<file path="src/rtl/uart_cmd_wrapper.sv">
`default_nettype none
// ============================================================================
// Module : uart_cmd_wrapper
// 8N1 UART link: byte pairs in -> 16-bit command, response byte out on TX.
// Rev    : 1.0
// ============================================================================
module uart_cmd_wrapper #(
   parameter int BAUD_DIV = 2604
) (
   input  logic        clk,
   input  logic        rst,
   input  logic        RX,
   output logic        TX,
   output logic [15:0] cmd,
   output logic        cmd_rdy,
   input  logic        clr_cmd_rdy,
   input  logic [7:0]  resp,
   input  logic        send_resp,
   output logic        resp_sent,
   output logic        tx_busy,
   output logic        frm_err
);

   localparam int CNT_W = $clog2(BAUD_DIV);
   localparam logic [CNT_W-1:0] c_half_load = CNT_W'(BAUD_DIV / 2 - 1);
   localparam logic [CNT_W-1:0] c_full_load = CNT_W'(BAUD_DIV - 1);
   localparam logic [CNT_W-1:0] c_one       = CNT_W'(1);

   typedef enum logic [1:0] {
      RX_IDLE  = 2'd0,
      RX_START = 2'd1,
      RX_DATA  = 2'd2,
      RX_STOP  = 2'd3
   } rx_state_t;

   typedef enum logic [0:0] {
      ASM_HIGH = 1'b0,
      ASM_LOW  = 1'b1
   } asm_state_t;

   typedef enum logic [0:0] {
      TX_IDLE = 1'b0,
      TX_SEND = 1'b1
   } tx_state_t;

   // ---------------------------------------------------------------- receiver
   logic             r_rx_meta, r_rx_sync, r_rx_prev;
   rx_state_t        r_rx_state, w_rx_next;
   logic [CNT_W-1:0] r_rx_cnt;
   logic [2:0]       r_rx_bits;
   logic [7:0]       r_rx_shift;
   logic             r_rx_rdy;
   logic             w_rx_fall, w_rx_tick;

   assign w_rx_fall = r_rx_prev & ~r_rx_sync;
   assign w_rx_tick = (r_rx_cnt == '0);

   always_comb begin
      w_rx_next = r_rx_state;
      case (r_rx_state)
         RX_IDLE:  if (w_rx_fall) w_rx_next = RX_START;
         RX_START: if (w_rx_tick) w_rx_next = r_rx_sync ? RX_IDLE : RX_DATA;
         RX_DATA:  if (w_rx_tick && (r_rx_bits == 3'd7)) w_rx_next = RX_STOP;
         RX_STOP:  if (w_rx_tick) w_rx_next = RX_IDLE;
         default:  w_rx_next = RX_IDLE;
      endcase
   end

   always_ff @(posedge clk or posedge rst) begin
      if (rst) begin
         r_rx_meta  <= 1'b1;
         r_rx_sync  <= 1'b1;
         r_rx_prev  <= 1'b1;
         r_rx_state <= RX_IDLE;
         r_rx_cnt   <= '0;
         r_rx_bits  <= '0;
         r_rx_shift <= '0;
         r_rx_rdy   <= 1'b0;
         frm_err    <= 1'b0;
      end else begin
         r_rx_meta  <= RX;
         r_rx_sync  <= r_rx_meta;
         r_rx_prev  <= r_rx_sync;
         r_rx_state <= w_rx_next;
         r_rx_rdy   <= 1'b0;
         frm_err    <= 1'b0;
         case (r_rx_state)
            // Idle keeps the half-bit load primed so the start bit is timed from the edge.
            RX_IDLE: begin
               r_rx_cnt  <= c_half_load;
               r_rx_bits <= '0;
            end
            RX_START: r_rx_cnt <= w_rx_tick ? c_full_load : r_rx_cnt - c_one;
            RX_DATA: begin
               if (w_rx_tick) begin
                  r_rx_shift <= {r_rx_sync, r_rx_shift[7:1]};
                  r_rx_bits  <= r_rx_bits + 3'd1;
                  r_rx_cnt   <= c_full_load;
               end else begin
                  r_rx_cnt <= r_rx_cnt - c_one;
               end
            end
            RX_STOP: begin
               if (w_rx_tick) begin
                  r_rx_rdy <= r_rx_sync;
                  frm_err  <= ~r_rx_sync;
               end else begin
                  r_rx_cnt <= r_rx_cnt - c_one;
               end
            end
            default: r_rx_cnt <= '0;
         endcase
      end
   end

   // ---------------------------------------------------------------- assembly
   asm_state_t r_asm_state, w_asm_next;
   logic [7:0] r_high;

   always_comb begin
      w_asm_next = r_asm_state;
      if (frm_err) begin
         w_asm_next = ASM_HIGH;
      end else if (r_rx_rdy) begin
         w_asm_next = (r_asm_state == ASM_HIGH) ? ASM_LOW : ASM_HIGH;
      end
   end

   always_ff @(posedge clk or posedge rst) begin
      if (rst) begin
         r_asm_state <= ASM_HIGH;
         r_high      <= '0;
         cmd         <= '0;
         cmd_rdy     <= 1'b0;
      end else begin
         r_asm_state <= w_asm_next;
         // A completing low byte takes priority over a simultaneous clear.
         if (r_rx_rdy && (r_asm_state == ASM_HIGH)) begin
            r_high  <= r_rx_shift;
            cmd_rdy <= 1'b0;
         end else if (r_rx_rdy && (r_asm_state == ASM_LOW)) begin
            cmd     <= {r_high, r_rx_shift};
            cmd_rdy <= 1'b1;
         end else if (clr_cmd_rdy) begin
            cmd_rdy <= 1'b0;
         end
      end
   end

   // ------------------------------------------------------------- transmitter
   tx_state_t        r_tx_state, w_tx_next;
   logic [CNT_W-1:0] r_tx_cnt;
   logic [3:0]       r_tx_bits;
   logic [8:0]       r_tx_shift;
   logic             w_tx_tick, w_tx_last;

   assign w_tx_tick = (r_tx_cnt == '0);
   assign w_tx_last = (r_tx_bits == 4'd9);
   assign tx_busy   = (r_tx_state == TX_SEND);

   always_comb begin
      w_tx_next = r_tx_state;
      case (r_tx_state)
         TX_IDLE: if (send_resp) w_tx_next = TX_SEND;
         TX_SEND: if (w_tx_tick && w_tx_last) w_tx_next = TX_IDLE;
         default: w_tx_next = TX_IDLE;
      endcase
   end

   always_ff @(posedge clk or posedge rst) begin
      if (rst) begin
         r_tx_state <= TX_IDLE;
         r_tx_cnt   <= '0;
         r_tx_bits  <= '0;
         r_tx_shift <= '1;
         TX         <= 1'b1;
         resp_sent  <= 1'b0;
      end else begin
         r_tx_state <= w_tx_next;
         resp_sent  <= 1'b0;
         case (r_tx_state)
            TX_IDLE: begin
               if (send_resp) begin
                  TX         <= 1'b0;
                  r_tx_shift <= {1'b1, resp};
                  r_tx_cnt   <= c_full_load;
                  r_tx_bits  <= '0;
               end
            end
            TX_SEND: begin
               if (w_tx_tick) begin
                  if (w_tx_last) begin
                     TX        <= 1'b1;
                     resp_sent <= 1'b1;
                  end else begin
                     // Shift register carries data then the stop bit, refilled with idle 1s.
                     TX         <= r_tx_shift[0];
                     r_tx_shift <= {1'b1, r_tx_shift[8:1]};
                     r_tx_bits  <= r_tx_bits + 4'd1;
                     r_tx_cnt   <= c_full_load;
                  end
               end else begin
                  r_tx_cnt <= r_tx_cnt - c_one;
               end
            end
            default: TX <= 1'b1;
         endcase
      end
   end

endmodule
`default_nettype wire

</file>
<file path="config.mk">
export PLATFORM = sky130hd
export DESIGN_NAME = uart_cmd_wrapper
export DESIGN_NICKNAME = d
export VERILOG_FILES = /design/src/rtl/uart_cmd_wrapper.sv
export SDC_FILE = /design/constraint.sdc
export NUM_CORES = 1
export LEC_CHECK = 0
export CAP_MARGIN = 20
export CORE_ASPECT_RATIO = 0.5
export CORE_MARGIN = 2
export CORE_UTILIZATION = 30
export CTS_CLUSTER_SIZE = 8
export DETAILED_ROUTE_END_ITERATION = 7
export HOLD_SLACK_MARGIN = 0.03
export PLACE_DENSITY_LB_ADDON = 0.25
export RECOVER_POWER = 50
export SLEW_MARGIN = 0
export SYNTH_ARGS = -nofsm -noshare
export SYNTH_HDL_FRONTEND = slang
export SYNTH_SLANG_ARGS = --single-unit
</file>
<file path="constraint.sdc">
create_clock -name clk -period 3.7 [get_ports clk]
set_input_delay 0.74 -clock clk [delete_from_list [all_inputs] [get_ports clk]]
set_output_delay 0.74 -clock clk [all_outputs]
set_load 0.02 [all_outputs]
</file>
# Yosys cells after proc, flatten, opt, wreduce, memory -nomap -nowiden
# Cells that the tools add are included.
[op_classes]
addsub = 4
n_eq_ne = 15
mux = 43
bitwise = 5
reduce_logical = 18
[ops]
columns = ["operator", "count"]
rows = [
  ["12-bit 2-to-1 mux", 5],
  ["12-bit case mux with 3 select lines", 1],
  ["9-bit 2-to-1 mux", 3],
  ["12-bit zero test", 2],
  ["12-bit case mux with 2 select lines", 1],
  ["12-bit by 1-bit subtractor with 12-bit output (second input constant)", 2],
  ["1-bit 2-to-1 mux", 18],
  ["9-bit case mux with 2 select lines", 1],
  ["2-bit inequality test (second input constant)", 8],
  ["4-bit 2-to-1 mux", 3],
  ["2-bit 2-to-1 mux", 5],
  ["2-bit AND reduction", 5],
  ["2-bit case mux with 4 select lines", 1],
  ["4-bit case mux with 2 select lines", 1],
  ["3-bit case mux with 2 select lines", 1],
  ["4-bit by 1-bit adder with 4-bit output (second input constant)", 1],
  ["2-bit == test (second input constant)", 2],
  ["4-bit == test (second input constant)", 1],
  ["1-bit logical AND", 4],
  ["1-bit inverter", 4],
  ["1-bit case mux with 2 select lines", 2],
  ["4-bit AND reduction", 1],
  ["2-bit nonzero test", 2],
  ["3-bit by 1-bit adder with 3-bit output (second input constant)", 1],
  ["10 further kinds", 10],
]
[word_totals]
reg_bits = 84
inputBits = 13
output_inout_bits = 21
word_cells = 104

# Logic depth before layout (Yosys ltp)
[depth]
depth_word = 4
ltp_mapped = 8

# Worst setup path before layout
# No wires, ideal clock.
[synth_timing]
path_kind = "reg2reg"
start = "register r_tx_cnt[0]"
end = "register r_tx_cnt[11]"
arrival_time_ps = 2061
required_time_ps = 3566
slack_ps = 1505
path_stages_with_launch = 9
path_buffers = 1
synth_period_minus_slack_ps = 2195
path_cell_list = "dfrtp_1 -> inv_1 -> ha_1 -> or4b_1 -> or4_4 -> buf_6 -> o2111ai_1 -> xor2_1 -> nand3_1"
[synth_via]
elab_chain_cells = 3
word_cells_on_any_way = 6
[synth_rtl]
columns = ["item", "line", "rtl"]
rows = [
  ["from (decl)", "152", "logic [CNT_W-1:0] r_tx_cnt;"],
  ["from (signal assigned)", "186", "r_tx_cnt <= c_full_load;"],
  ["from (signal assigned)", "200", "r_tx_cnt <= c_full_load;"],
  ["from (signal assigned)", "203", "r_tx_cnt <= r_tx_cnt - c_one;"],
  ["12-bit by 1-bit subtractor with 12-bit output or 12-bit zero test (tied branches)", "203, 157", ""],
  ["12-bit 2-to-1 mux or 3-bit inequality test (tied branches)", "--", ""],
  ["12-bit case mux with 2 select lines or 2-bit AND reduction (tied branches)", "--", ""],
]
# Several ways; a longest one is shown, not always the timed one.
# A chain may end at the register's enable or synchronous reset.

==> reports/qor.csv <==
metric,value,unit
final period utilization,71.9,%
crit start category,input pin,
"Hold Vio Cnt, Final",0,
vias in the first global route,2584,
Yosys top cell by area,dfrtp_1,
largest net degree at the start of global routing,48,
Placed Area,4350,um2
RSZ-0062 raised after global routing,no,
Post-Route WL,7250,um
sequential area share after synthesis,54.4,%
synth cell count leaders,"dfrtp_1 (71), nor2_1 (38), mux2_2 (34)",
total setup buffers inserted after CTS,0,
Ys Warns,0,
Resized cells post-CTS,0,
Mean Syn Cell Area,11.4,um2
pwr dens,595,nW/um2
GPL Wtd Cong,0.737,
vias,2569,
"Req. time, crit path",4150,ps
Total GRT Usage,11.6,%
worst slew pin tran,2080,ps
dominant synthesized flop cell,dfrtp_1,
Post-CTS Hold Buffers,0,
"FFs w/ async S/R, synth",100,%
status,"complete, but fails checks",
Setup TNS Final,0,ps
root buf cell,clkbuf_16,
FMAX,376,MHz
post-synth top area share,46.2,%
PnR worst setup slack,1040,ps
# setup viols final,0,
TritonCTS clock tree,done,
DRC errors left,0,
initial antenna violation count,0,
pre-CTS setup slack,1110,ps
failing checks,"max-capacitance violations, max-slew violations",
# clock sinks,83,
leakage,2.09,nW
Crit path arrival time,3110,ps
worst clock skew,10.3,ps
Post-Syn Instances,338,
crit path time final,2660,ps
worst hold margin,362,ps
count of cell types in the netlist,49,
synth top area cells,"dfrtp_1 (46%), mux2_2 (10%), dfstp_2 (8.2%)",
GRT overflow,0,
# IOs,34,
Worst Path Max Fanout,47,
IO buf count,33,
Critical Path Sink Type,asynchronous set/reset pin,
Antenna Cells,0,
Die Span X,164,um
TritonCTS Buffers,9,
post-synthesis register bit count,83,
Starting Density,30.5,%
critical path class,input pin to asynchronous set/reset pin,
Final nets,397,
number of synthesized flops with an enable pin,0,
Iteration-0 DRC Markers,124,
DIE HEIGHT,84.1,um
share of layout cells above drive strength 1,19.8,%
DP HPWL,5020,um
Max Slew Vio Count,48,
vias per std cell,4.69,
"Net Count, Synth",362,
Slew headroom,-39.5,%
Layout area overhead,21.4,%
post-route ant nets,0,
DR WL/cell,13.2,um
first-pass GRT wire length,12600,um
final instance area,4670,um2
core area,12600,um2
HP Class,flip-flop to flip-flop,
Die ar.,13800,um2
Fill cells,1227,
CTS max path bufs,2,
peak supply drop,0.247,mV
final core utilization,37.1,%
clk_lat worst skew,340,ps
most common cell in the netlist,dfrtp_1,
clock slew at reported path FFs,60,ps
MaxCap Viol Count,1,
DR pass1 iterations,4,
"Cell Area, Synth",3840,um2
row count,29,
H-tree depth,3,
[final cells by class]
type	count	area (um2)	share of cell area, %
multi-input cells	229	1630	34.9
clock inverters	6	96.3	2.06
well taps	170	213	4.56
clock buffers	10	229	4.90
inverters	13	50.0	1.07
flip-flops and latches	83	2090	44.8
repair buffers	37	358	7.67
[final timing paths]
kind                                  to        start  slack (ps)  depth (start not counted)
min in group asynchronous    r_rx_cnt[4]          rst        1410                          2
max in group clk           r_rx_shift[2]  r_rx_cnt[0]        1110                          6
setup reg to reg           r_rx_shift[2]  r_rx_cnt[0]        1110                          6
setup / recovery           r_rx_shift[2]          rst        1040                          3
hold reg to reg                r_rx_sync    r_rx_meta         360                          0
hold / removal                 r_rx_sync    r_rx_meta         360                          0
[flip-flops by register name, summed over array words and instances (netlist names), 3 cells and up, named ones only]
register    count
r_high          8
r_rx_bits       3
r_rx_cnt       12
r_tx_cnt       12
r_tx_bits       4
r_tx_shift      8
cmd            16
r_rx_shift      8
[critical path, cell delays in order]
cell           delay [ps]
dlygate4sd3_1         540
clkinvlp_2           1200
clkbuf_2              610
[report_power, final]
part	internal (mW)	total, mW	switching [mW]
registers	1.05	1.19	0.135
logic	0.252	0.614	0.363
clock network	0.600	0.976	0.376
total	1.90	2.78	0.874
[logic make-up after synthesis]
family / share of synthesized area [%]
and+or+nand+nor: 13.7
DFF: 54.4
AOI/OAI and AO/OA: 9.63
muxes: 12.3
buffers and inverters: 3.19
xor gates and xnor gates: 3.19
adders and majority gates: 3.58
[metrics by stage]
| stage | power, mW | std cells |
|---|---|---|
| after floorplan | 1.67 | 338 |
| after detailed placement | 1.82 | 532 |
| after CTS | 2.81 | 548 |
| final | 2.78 | 548 |
| after global placement | 1.81 | 532 |
| after global routing | 2.96 | 548 |
[placed cells by master, fill, tap and decap left out, types with 5 or more instances in the layout]
cell type / n
dfrtp_1: 71
nor2_1: 38
mux2_2: 34
clkdlybuf4s50_1: 31
nand2_1: 20
a21oi_1: 19
o21ai_0: 13
dfstp_2: 11
inv_1: 11
ha_1: 11
nand3_1: 10
xor2_1: 9
mux2i_1: 9
clkbuf_16: 9
nor3_1: 5
or4_1: 5
xnor2_1: 5
o31ai_1: 5
[metal layers]
| layer | vias up | wire [um] | GRT usage [%] |
|---|---|---|---|
| li1 | 1272 | - | - |
| met1 | 1263 | 3650 | 15.5 |
| met2 | 23 | 3260 | 17.8 |
| met3 | 11 | 219 | 3.58 |
| met4 | 0 | 118 | 4.31 |
| met5 | - | 0 | 0 |
No activity file was read; power rests on OpenSTA's default activity.
